$ cat src/rtl/main_control_pkg.sv
// Shared encodings for the multicycle MIPS main control and its ula_control
// consumer: FSM states, opcodes, ula_operation codes and datapath selects.
package main_control_pkg;

  localparam int unsigned STATE_W  = 4;
  localparam int unsigned OPCODE_W = 6;
  localparam int unsigned ULA_OP_W = 3;
  localparam int unsigned SEL_W    = 2;

  // Unused encodings 12..15 fall back to FETCH.
  typedef enum logic [STATE_W-1:0] {
    S_FETCH     = 4'd0,
    S_DECODE    = 4'd1,
    S_MEM_ADDR  = 4'd2,
    S_MEM_READ  = 4'd3,
    S_MEM_WB    = 4'd4,
    S_MEM_WRITE = 4'd5,
    S_R_EXEC    = 4'd6,
    S_R_WB      = 4'd7,
    S_I_EXEC    = 4'd8,
    S_I_WB      = 4'd9,
    S_BRANCH    = 4'd10,
    S_JUMP      = 4'd11
  } state_t;

  localparam logic [OPCODE_W-1:0] OP_RTYPE = 6'b000000;
  localparam logic [OPCODE_W-1:0] OP_J     = 6'b000010;
  localparam logic [OPCODE_W-1:0] OP_BEQ   = 6'b000100;
  localparam logic [OPCODE_W-1:0] OP_BNE   = 6'b000101;
  localparam logic [OPCODE_W-1:0] OP_ADDI  = 6'b001000;
  localparam logic [OPCODE_W-1:0] OP_SLTI  = 6'b001010;
  localparam logic [OPCODE_W-1:0] OP_ANDI  = 6'b001100;
  localparam logic [OPCODE_W-1:0] OP_ORI   = 6'b001101;
  localparam logic [OPCODE_W-1:0] OP_XORI  = 6'b001110;
  localparam logic [OPCODE_W-1:0] OP_LUI   = 6'b001111;
  localparam logic [OPCODE_W-1:0] OP_LW    = 6'b100011;
  localparam logic [OPCODE_W-1:0] OP_SW    = 6'b101011;

  // ula_operation codes understood by ula_control.
  localparam logic [ULA_OP_W-1:0] ULA_ADD   = 3'b000;
  localparam logic [ULA_OP_W-1:0] ULA_SUB   = 3'b001;
  localparam logic [ULA_OP_W-1:0] ULA_FUNCT = 3'b010;
  localparam logic [ULA_OP_W-1:0] ULA_SLT   = 3'b011;
  localparam logic [ULA_OP_W-1:0] ULA_AND   = 3'b100;
  localparam logic [ULA_OP_W-1:0] ULA_OR    = 3'b101;
  localparam logic [ULA_OP_W-1:0] ULA_XOR   = 3'b110;
  localparam logic [ULA_OP_W-1:0] ULA_LUI   = 3'b111;

  localparam logic [SEL_W-1:0] SRCB_B       = 2'b00;
  localparam logic [SEL_W-1:0] SRCB_FOUR    = 2'b01;
  localparam logic [SEL_W-1:0] SRCB_IMM     = 2'b10;
  localparam logic [SEL_W-1:0] SRCB_IMM_SH2 = 2'b11;

  localparam logic [SEL_W-1:0] PCSRC_ULA    = 2'b00;
  localparam logic [SEL_W-1:0] PCSRC_ULAOUT = 2'b01;
  localparam logic [SEL_W-1:0] PCSRC_JUMP   = 2'b10;

endpackage

$ cat src/rtl/i_type_ula_decode.sv
// Combinational opcode -> ula_operation map for I-type ALU instructions.
// Ports: opcode (in, 6) ; ula_operation (out, 3), ADD for non I-type opcodes.
module i_type_ula_decode
  import main_control_pkg::*;
(
  input  logic [OPCODE_W-1:0] opcode,
  output logic [ULA_OP_W-1:0] ula_operation
);

  always_comb begin
    ula_operation = ULA_ADD;
    case (opcode)
      OP_ADDI: ula_operation = ULA_ADD;
      OP_SLTI: ula_operation = ULA_SLT;
      OP_ANDI: ula_operation = ULA_AND;
      OP_ORI:  ula_operation = ULA_OR;
      OP_XORI: ula_operation = ULA_XOR;
      OP_LUI:  ula_operation = ULA_LUI;
      default: ula_operation = ULA_ADD;
    endcase
  end

endmodule

$ cat src/rtl/main_control_multicycle.sv
// Multicycle MIPS main control FSM. Sequences fetch/decode/execute/memory/
// write-back and drives datapath selects, write enables and ula_operation.
// Ports: clock, reset (sync, active-high); opcode, zero in;
//   pc_write, i_or_d, mem_read, mem_write, ir_write, reg_dst, mem_to_reg,
//   reg_write, ula_src_a, ula_src_b[1:0], pc_source[1:0], ula_operation[2:0],
//   illegal, state_out[3:0], instr_count[COUNT_WIDTH-1:0] out.
module main_control_multicycle
  import main_control_pkg::*;
#(
  parameter int unsigned COUNT_WIDTH = 32
) (
  input  logic                   clock,
  input  logic                   reset,
  input  logic [OPCODE_W-1:0]    opcode,
  input  logic                   zero,
  output logic                   pc_write,
  output logic                   i_or_d,
  output logic                   mem_read,
  output logic                   mem_write,
  output logic                   ir_write,
  output logic                   reg_dst,
  output logic                   mem_to_reg,
  output logic                   reg_write,
  output logic                   ula_src_a,
  output logic [SEL_W-1:0]       ula_src_b,
  output logic [SEL_W-1:0]       pc_source,
  output logic [ULA_OP_W-1:0]    ula_operation,
  output logic                   illegal,
  output logic [STATE_W-1:0]     state_out,
  output logic [COUNT_WIDTH-1:0] instr_count
);

  state_t               state;
  state_t               next_state;
  state_t               cur;
  logic                 retire;
  logic [ULA_OP_W-1:0]  i_ula_op;

  i_type_ula_decode u_i_dec (
    .opcode        (opcode),
    .ula_operation (i_ula_op)
  );

  // State register and retired-instruction counter.
  always_ff @(posedge clock) begin
    if (reset) begin
      state       <= S_FETCH;
      instr_count <= '0;
    end else begin
      state <= next_state;
      if (retire) instr_count <= instr_count + COUNT_WIDTH'(1);
    end
  end

  // Next state and Moore outputs; reset presents FETCH with writes masked.
  always_comb begin
    cur           = reset ? S_FETCH : state;
    next_state    = S_FETCH;
    retire        = 1'b0;
    pc_write      = 1'b0;
    i_or_d        = 1'b0;
    mem_read      = 1'b0;
    mem_write     = 1'b0;
    ir_write      = 1'b0;
    reg_dst       = 1'b0;
    mem_to_reg    = 1'b0;
    reg_write     = 1'b0;
    ula_src_a     = 1'b0;
    ula_src_b     = SRCB_B;
    pc_source     = PCSRC_ULA;
    ula_operation = ULA_ADD;
    illegal       = 1'b0;

    case (cur)
      S_FETCH: begin
        mem_read   = 1'b1;
        ir_write   = 1'b1;
        ula_src_b  = SRCB_FOUR;
        pc_write   = 1'b1;
        next_state = S_DECODE;
      end
      S_DECODE: begin
        // Branch target precomputed here into ULA out.
        ula_src_b = SRCB_IMM_SH2;
        case (opcode)
          OP_RTYPE:       next_state = S_R_EXEC;
          OP_LW, OP_SW:   next_state = S_MEM_ADDR;
          OP_BEQ, OP_BNE: next_state = S_BRANCH;
          OP_J:           next_state = S_JUMP;
          OP_ADDI, OP_SLTI, OP_ANDI, OP_ORI, OP_XORI, OP_LUI:
                          next_state = S_I_EXEC;
          default: begin
            next_state = S_FETCH;
            illegal    = 1'b1;
          end
        endcase
      end
      S_MEM_ADDR: begin
        ula_src_a = 1'b1;
        ula_src_b = SRCB_IMM;
        if (opcode == OP_LW)      next_state = S_MEM_READ;
        else if (opcode == OP_SW) next_state = S_MEM_WRITE;
        else                      next_state = S_FETCH;
      end
      S_MEM_READ: begin
        mem_read   = 1'b1;
        i_or_d     = 1'b1;
        next_state = S_MEM_WB;
      end
      S_MEM_WB: begin
        reg_write  = 1'b1;
        mem_to_reg = 1'b1;
        retire     = 1'b1;
      end
      S_MEM_WRITE: begin
        mem_write = 1'b1;
        i_or_d    = 1'b1;
        retire    = 1'b1;
      end
      S_R_EXEC: begin
        ula_src_a     = 1'b1;
        ula_operation = ULA_FUNCT;
        next_state    = S_R_WB;
      end
      S_R_WB: begin
        reg_write = 1'b1;
        reg_dst   = 1'b1;
        retire    = 1'b1;
      end
      S_I_EXEC: begin
        ula_src_a     = 1'b1;
        ula_src_b     = SRCB_IMM;
        ula_operation = i_ula_op;
        next_state    = S_I_WB;
      end
      S_I_WB: begin
        reg_write = 1'b1;
        retire    = 1'b1;
      end
      S_BRANCH: begin
        ula_src_a     = 1'b1;
        ula_operation = ULA_SUB;
        pc_source     = PCSRC_ULAOUT;
        pc_write      = (opcode == OP_BNE) ? ~zero : zero;
        retire        = 1'b1;
      end
      S_JUMP: begin
        pc_source = PCSRC_JUMP;
        pc_write  = 1'b1;
        retire    = 1'b1;
      end
      default: next_state = S_FETCH;
    endcase

    if (reset) begin
      pc_write   = 1'b0;
      mem_write  = 1'b0;
      ir_write   = 1'b0;
      reg_write  = 1'b0;
      illegal    = 1'b0;
      retire     = 1'b0;
      next_state = S_FETCH;
    end
  end

  assign state_out = cur;

endmodule
$ cat config.mk
export PLATFORM = sky130hd
export DESIGN_NAME = main_control_multicycle
export DESIGN_NICKNAME = d
export VERILOG_FILES = /design/src/rtl/main_control_pkg.sv /design/src/rtl/i_type_ula_decode.sv /design/src/rtl/main_control_multicycle.sv
export SDC_FILE = /design/constraint.sdc
export NUM_CORES = 1
export LEC_CHECK = 0
export ABC_AREA = 1
export CORE_UTILIZATION = 25
export CTS_CLUSTER_SIZE = 28
export DETAILED_ROUTE_END_ITERATION = 10
export HOLD_SLACK_MARGIN = 0.06
export SLEW_MARGIN = 20
export SYNTH_ARGS = -nofsm -noshare
export SYNTH_HDL_FRONTEND = slang
export SYNTH_HIERARCHICAL = 1
export SYNTH_SLANG_ARGS = --single-unit
export TNS_END_PERCENT = 1
$ cat constraint.sdc
create_clock -name clock -period 1.7 [get_ports clock]
set_input_delay 0.34 -clock clock [delete_from_list [all_inputs] [get_ports clock]]
set_output_delay 0.34 -clock clock [all_outputs]
set_load 0.05 [all_outputs]
Yosys cells after proc, flatten, opt, wreduce, memory -nomap -nowiden
Index checks and enable logic that the tools add are counted.

Bits in registers: 36. Input bits: 9. Logic and storage cells: 67.

Add/subtract/negate cells: 1. Eq/ne operators: 22. Multiplexer cells: 28. Bitwise logic cells: 1. Reductions and logical operators: 13.

Operator list (count): $eq 6x4->1 const B (6); $add 32x1->32 const B (1); $pmux 4 s6 (1); $pmux 4 s5 (1); $mux 1 (18); $eq 4x3->1 const B (4); $eq 4x4->1 const B (4); $pmux 3 s5 (1); $eq 6x3->1 const B (2); $eq 6x6->1 const B (2); $reduce_or 12->1 (1); $reduce_or 2->1 (6); $reduce_or 6->1 (2); $pmux 3 s3 (1); $eq 4x2->1 const B (2); $eq 6x2->1 const B (1); $logic_not 6->1 (1); $mux 3 (2); $pmux 2 s3 (1); $eq 4x1->1 const B (1); $logic_not 4->1 (1); $mux 4 (1); $pmux 2 s2 (1); $reduce_or 4->1 (1); other kinds (3) (3).

Longest topological paths before layout
Depth after elaboration: 5. Gate-level depth with buffers: 12.

Modules after synthesis
The synthesis kept the hierarchy.

Modules (own cells, without submodules): main_control_multicycle (times used 1, cells each 438, area each 2533.7 µm², sequential area each 720.7 µm²); i_type_ula_decode (times used 1, cells each 13, area each 56.3 µm², sequential area each 0.0 µm²).

Worst setup path after synthesis
OpenSTA, ideal clock, no wires.

Kind: input -> output. From: in reset. To: out ula_operation[0]. Arrival: 2615 ps. Required time: 1360 ps. Path slack: -1255 ps. Stages on the path: 4. Buffers on the path: 1. Cell sequence: buf_6 nor2_1 nand2_1 o21ai_0.

Cells in the longest elaborated chain, start to end: 3. Elaborated cells between the ends (all ways): 5. Those cells by class: 3 x eq/ne; 2 x mux.

Ends and longest elaborated chain: start, declared (RTL line main_control_multicycle.sv:13) `input logic reset,`; $mux 4 (*) (RTL line main_control_multicycle.sv:57) `cur = reset ? S_FETCH : state;`; named net state_out[1] (RTL line main_control_multicycle.sv:29) `output logic [STATE_W-1:0] state_out,`; $eq 4x4->1 / $eq 4x3->1 (equally long branches) (RTL line main_control_multicycle.sv:74) `case (cur)`; $pmux 3 s3 (*) (RTL line main_control_multicycle.sv:74); end, declared (RTL line main_control_multicycle.sv:27) `output logic [ULA_OP_W-1:0] ula_operation,`.

Mark *: on every way through the listed nets, which the timed path passes. The rest lies on a longest branch.

Final worst setup path
From: reg state[1]. To: out illegal.

Cells in the longest elaborated chain, start to end: 4.

Ends and longest elaborated chain: start, declared (RTL line main_control_multicycle.sv:33) `state_t state;`; start signal, assigned (RTL line main_control_multicycle.sv:50) `state <= next_state;`; $mux 4 (RTL line main_control_multicycle.sv:57); $eq 4x1->1 (RTL line main_control_multicycle.sv:74); $mux 1 (RTL line main_control_multicycle.sv:74); $mux 1 (RTL line main_control_multicycle.sv:155) `if (reset) begin`; end, declared (RTL line main_control_multicycle.sv:28) `output logic illegal,`.

Every way passes these cells.

==> results.json <==
{
  "final.min_clock_period_ns": 1.78,
  "synth_area_leaders": "dfxtp_1 (28%), nand2_1 (20%), nor2_1 (14%)",
  "cts_sinks": 36,
  "drc": 0,
  "end_kind": "primary output",
  "antenna_found_initial": 0,
  "cp_data_required_time_ns": 1.36,
  "pwr_density_cell_nw_per_um2": 394,
  "grt_pass1_vias": 3334,
  "ir_drop_mv": 0.245,
  "synthCells": 451,
  "grt_max_degree": 27,
  "syn_to_final_growth_pct": 78.3,
  "dieArea_um2": 10800,
  "portBuffers": 61,
  "synth_edf_count": 0,
  "hold_depth": 3,
  "grt_use_met1": 0.194,
  "yosys_warnings": 6,
  "crit_path_start": "state[1]",
  "clk_latency_ns": 0.29,
  "antenna_cells": 0,
  "die_w_um": 104,
  "max-cap-violations": 0,
  "slew_violations": 0,
  "finalCritPeriodShare": 1.05,
  "path_clk_slew_ns": 0.07,
  "cts.htree.levels": 2,
  "p_seq_frac": 0.467,
  "crit_path_max_fanout": 4,
  "postCtsHoldBufs": 0,
  "wire_per_inst_um": 12.2,
  "p_sw_frac": 0.264,
  "vias_per_cell": 4.60,
  "ios": 62,
  "hold_viol_final": 0,
  "synth_flop_cell": "dfxtp_1",
  "cts_buffers": 5,
  "dr.pass1.iters": 4,
  "syn_area_um2": 2590,
  "switchingPower_uw": 479,
  "p_leak_nw": 1.90,
  "hold_start": "reset",
  "violations": "negative setup slack",
  "async_flop_share": 0,
  "synth_top_area_share": 0.278,
  "start_util": 0.261,
  "status": "finished, violations left",
  "core-area_um2": 9910,
  "num_vias": 3328,
  "drive_above_1_share": 0.371,
  "cp.arrival_ns": 1.44,
  "syn_area_per_cell_um2": 5.74,
  "grt_use_total": 0.169,
  "rsz0062_at_grt": "yes",
  "busiest_layer": "met2",
  "worstHoldPathType": "in2reg",
  "grt_util_met3": 0.0302,
  "worst_slew_pin_slew_ns": 0.358,
  "yosys-top-cells-count": "nand2_1 (136), nor2_1 (97), inv_1 (47), nand3_1 (47), dfxtp_1 (36)",
  "grt.met2_usage": 0.313,
  "post-place-ws_ns": -0.602,
  "cts_tree": "built",
  "setup_violations": 11,
  "fin_setup_tns_ns": -0.458,
  "ant_nets": 0,
  "grt_pass1_wl_mm": 15.0,
  "slew_headroom": 0.759,
  "reg2reg_from": "state[1]",
  "pwr-share-clk": 0.367,
  "final_nets": 601,
  "internal_power_mw": 1.34,
  "finClkSkew_ns": 0.00248,
  "dp_hpwl_mm": 6.73,
  "rr_worst_depth": 9,
  "combPwrFrac": 0.166,
  "grt_overflow": 0,
  "cts_root_buf": "clkbuf_8",
  "drt_iter0_markers": 144,
  "num_rows": 36,
  "fmax_mhz": 563,
  "setup_ws_ns": -0.0772,
  "syn_nets": 461,
  "worstSetupStartpointType": "register",
  "yosysMostFrequentCell": "nand2_1",
  "ys_seq_elements": 36,
  "ys_types": 28,
  "path_class": "reg2out",
  "seq_area_frac_synth": 0.278,
  "gp_congestion": 0.917,
  "cts_buffer_depth": 2,
  "drt_wl_total_mm": 8.80,
  "yosys.area.top_type": "dfxtp_1",
  "fp.dieH_um": 104
}
==> path summary, 6_finish.rpt <==
| kind | to | slack (ns) |
|---|---|---|
| setup / recovery | illegal | -0.08 |
| hold / removal | state[0] | 0.47 |
| setup reg to reg | instr_count[26] | 0.10 |
| hold reg to reg | instr_count[31] | 0.52 |
==> repair_timing <==
action                     4_1_cts  5_1_grt
pin swaps                        9       11
gates resized for setup         65       28
setup endpoints to repair       55       27
setup buffers                   13        1
==> cells by family (layout without fill, tap and decap cells) <==
family / count (synthesis) / count (layout) / synth area share
AOI/OAI and AO/OA: 42 / 42 / 0.0845
buffers and inverters: 61 / 201 / 0.106
and+or+nand+nor: 301 / 301 / 0.493
xor gates and xnor gates: 10 / 10 / 0.0338
adders and majority gates: 1 / 1 / 0.00483
DFF: 36 / 36 / 0.278
==> stage by stage <==
stage          cells   util  hold slack (ns)  total power, mW  instance area [um^2]
2_1_floorplan    451      -            0.452            0.997                  2650
3_3_place_gp     703  0.428            0.501             1.13                  4240
3_5_place_dp     703  0.428            0.512             1.14                  4240
4_1_cts          723  0.455            0.445             1.82                  4510
5_1_grt          724  0.466            0.466             1.90                  4620
6_report         724  0.466            0.467             1.82                  4620
==> registers in the layout, summed over array words and instances, names as in the netlist <==
signal       flops
state            4
instr_count     32
==> area by class of cell <==
type	count	area (um^2)
inverter	49	194
timing repair buffer	145	1610
multi-input combinational	354	1820
sequential	36	736
clock buffer	7	96.3
fill	1007	5290
tap	133	166
==> routing by layer <==
metal  wire length (um)  vias up
li1                   -     1700
met1               3750     1514
met2               4400       99
met3                479       15
met4                176        0
met5                  0        -
==> cell usage in the layout, fill, tap and decap left out, types with 3 or more instances in the layout <==
cell type / count
nand2_1: 128
buf_4: 91
nor2_1: 74
nand3_1: 45
inv_1: 40
buf_12: 40
a21oi_1: 30
dfxtp_1: 30
nor2_2: 17
nor2_4: 12
xor2_1: 8
nand2_2: 7
inv_2: 7
clkbuf_8: 7
buf_6: 7
nand4_1: 6
buf_2: 5
o21ai_2: 4
nand3_4: 3
nand3_2: 3
dfxtp_2: 3
dfxtp_4: 3
==> power groups by stage <==
stage	Clock, mW	Combinational, mW	Sequential [mW]
global placement	0	0.264	0.869
global route	0.734	0.321	0.849
CTS	0.688	0.284	0.850
detailed placement	0	0.267	0.870
floorplan	0	0.128	0.870
finish	0.668	0.302	0.849
==> critical path, cell delays in order, from the launching register on <==
cell and delay, ns:
dfxtp_4 0.37, inv_6 0.08, nand3_4 0.08, inv_2 0.06
nand2_2 0.06, buf_6 0.12, nor3_4 0.21, buf_12 0.16
Note: power is estimated with default switching activity, not from simulation.
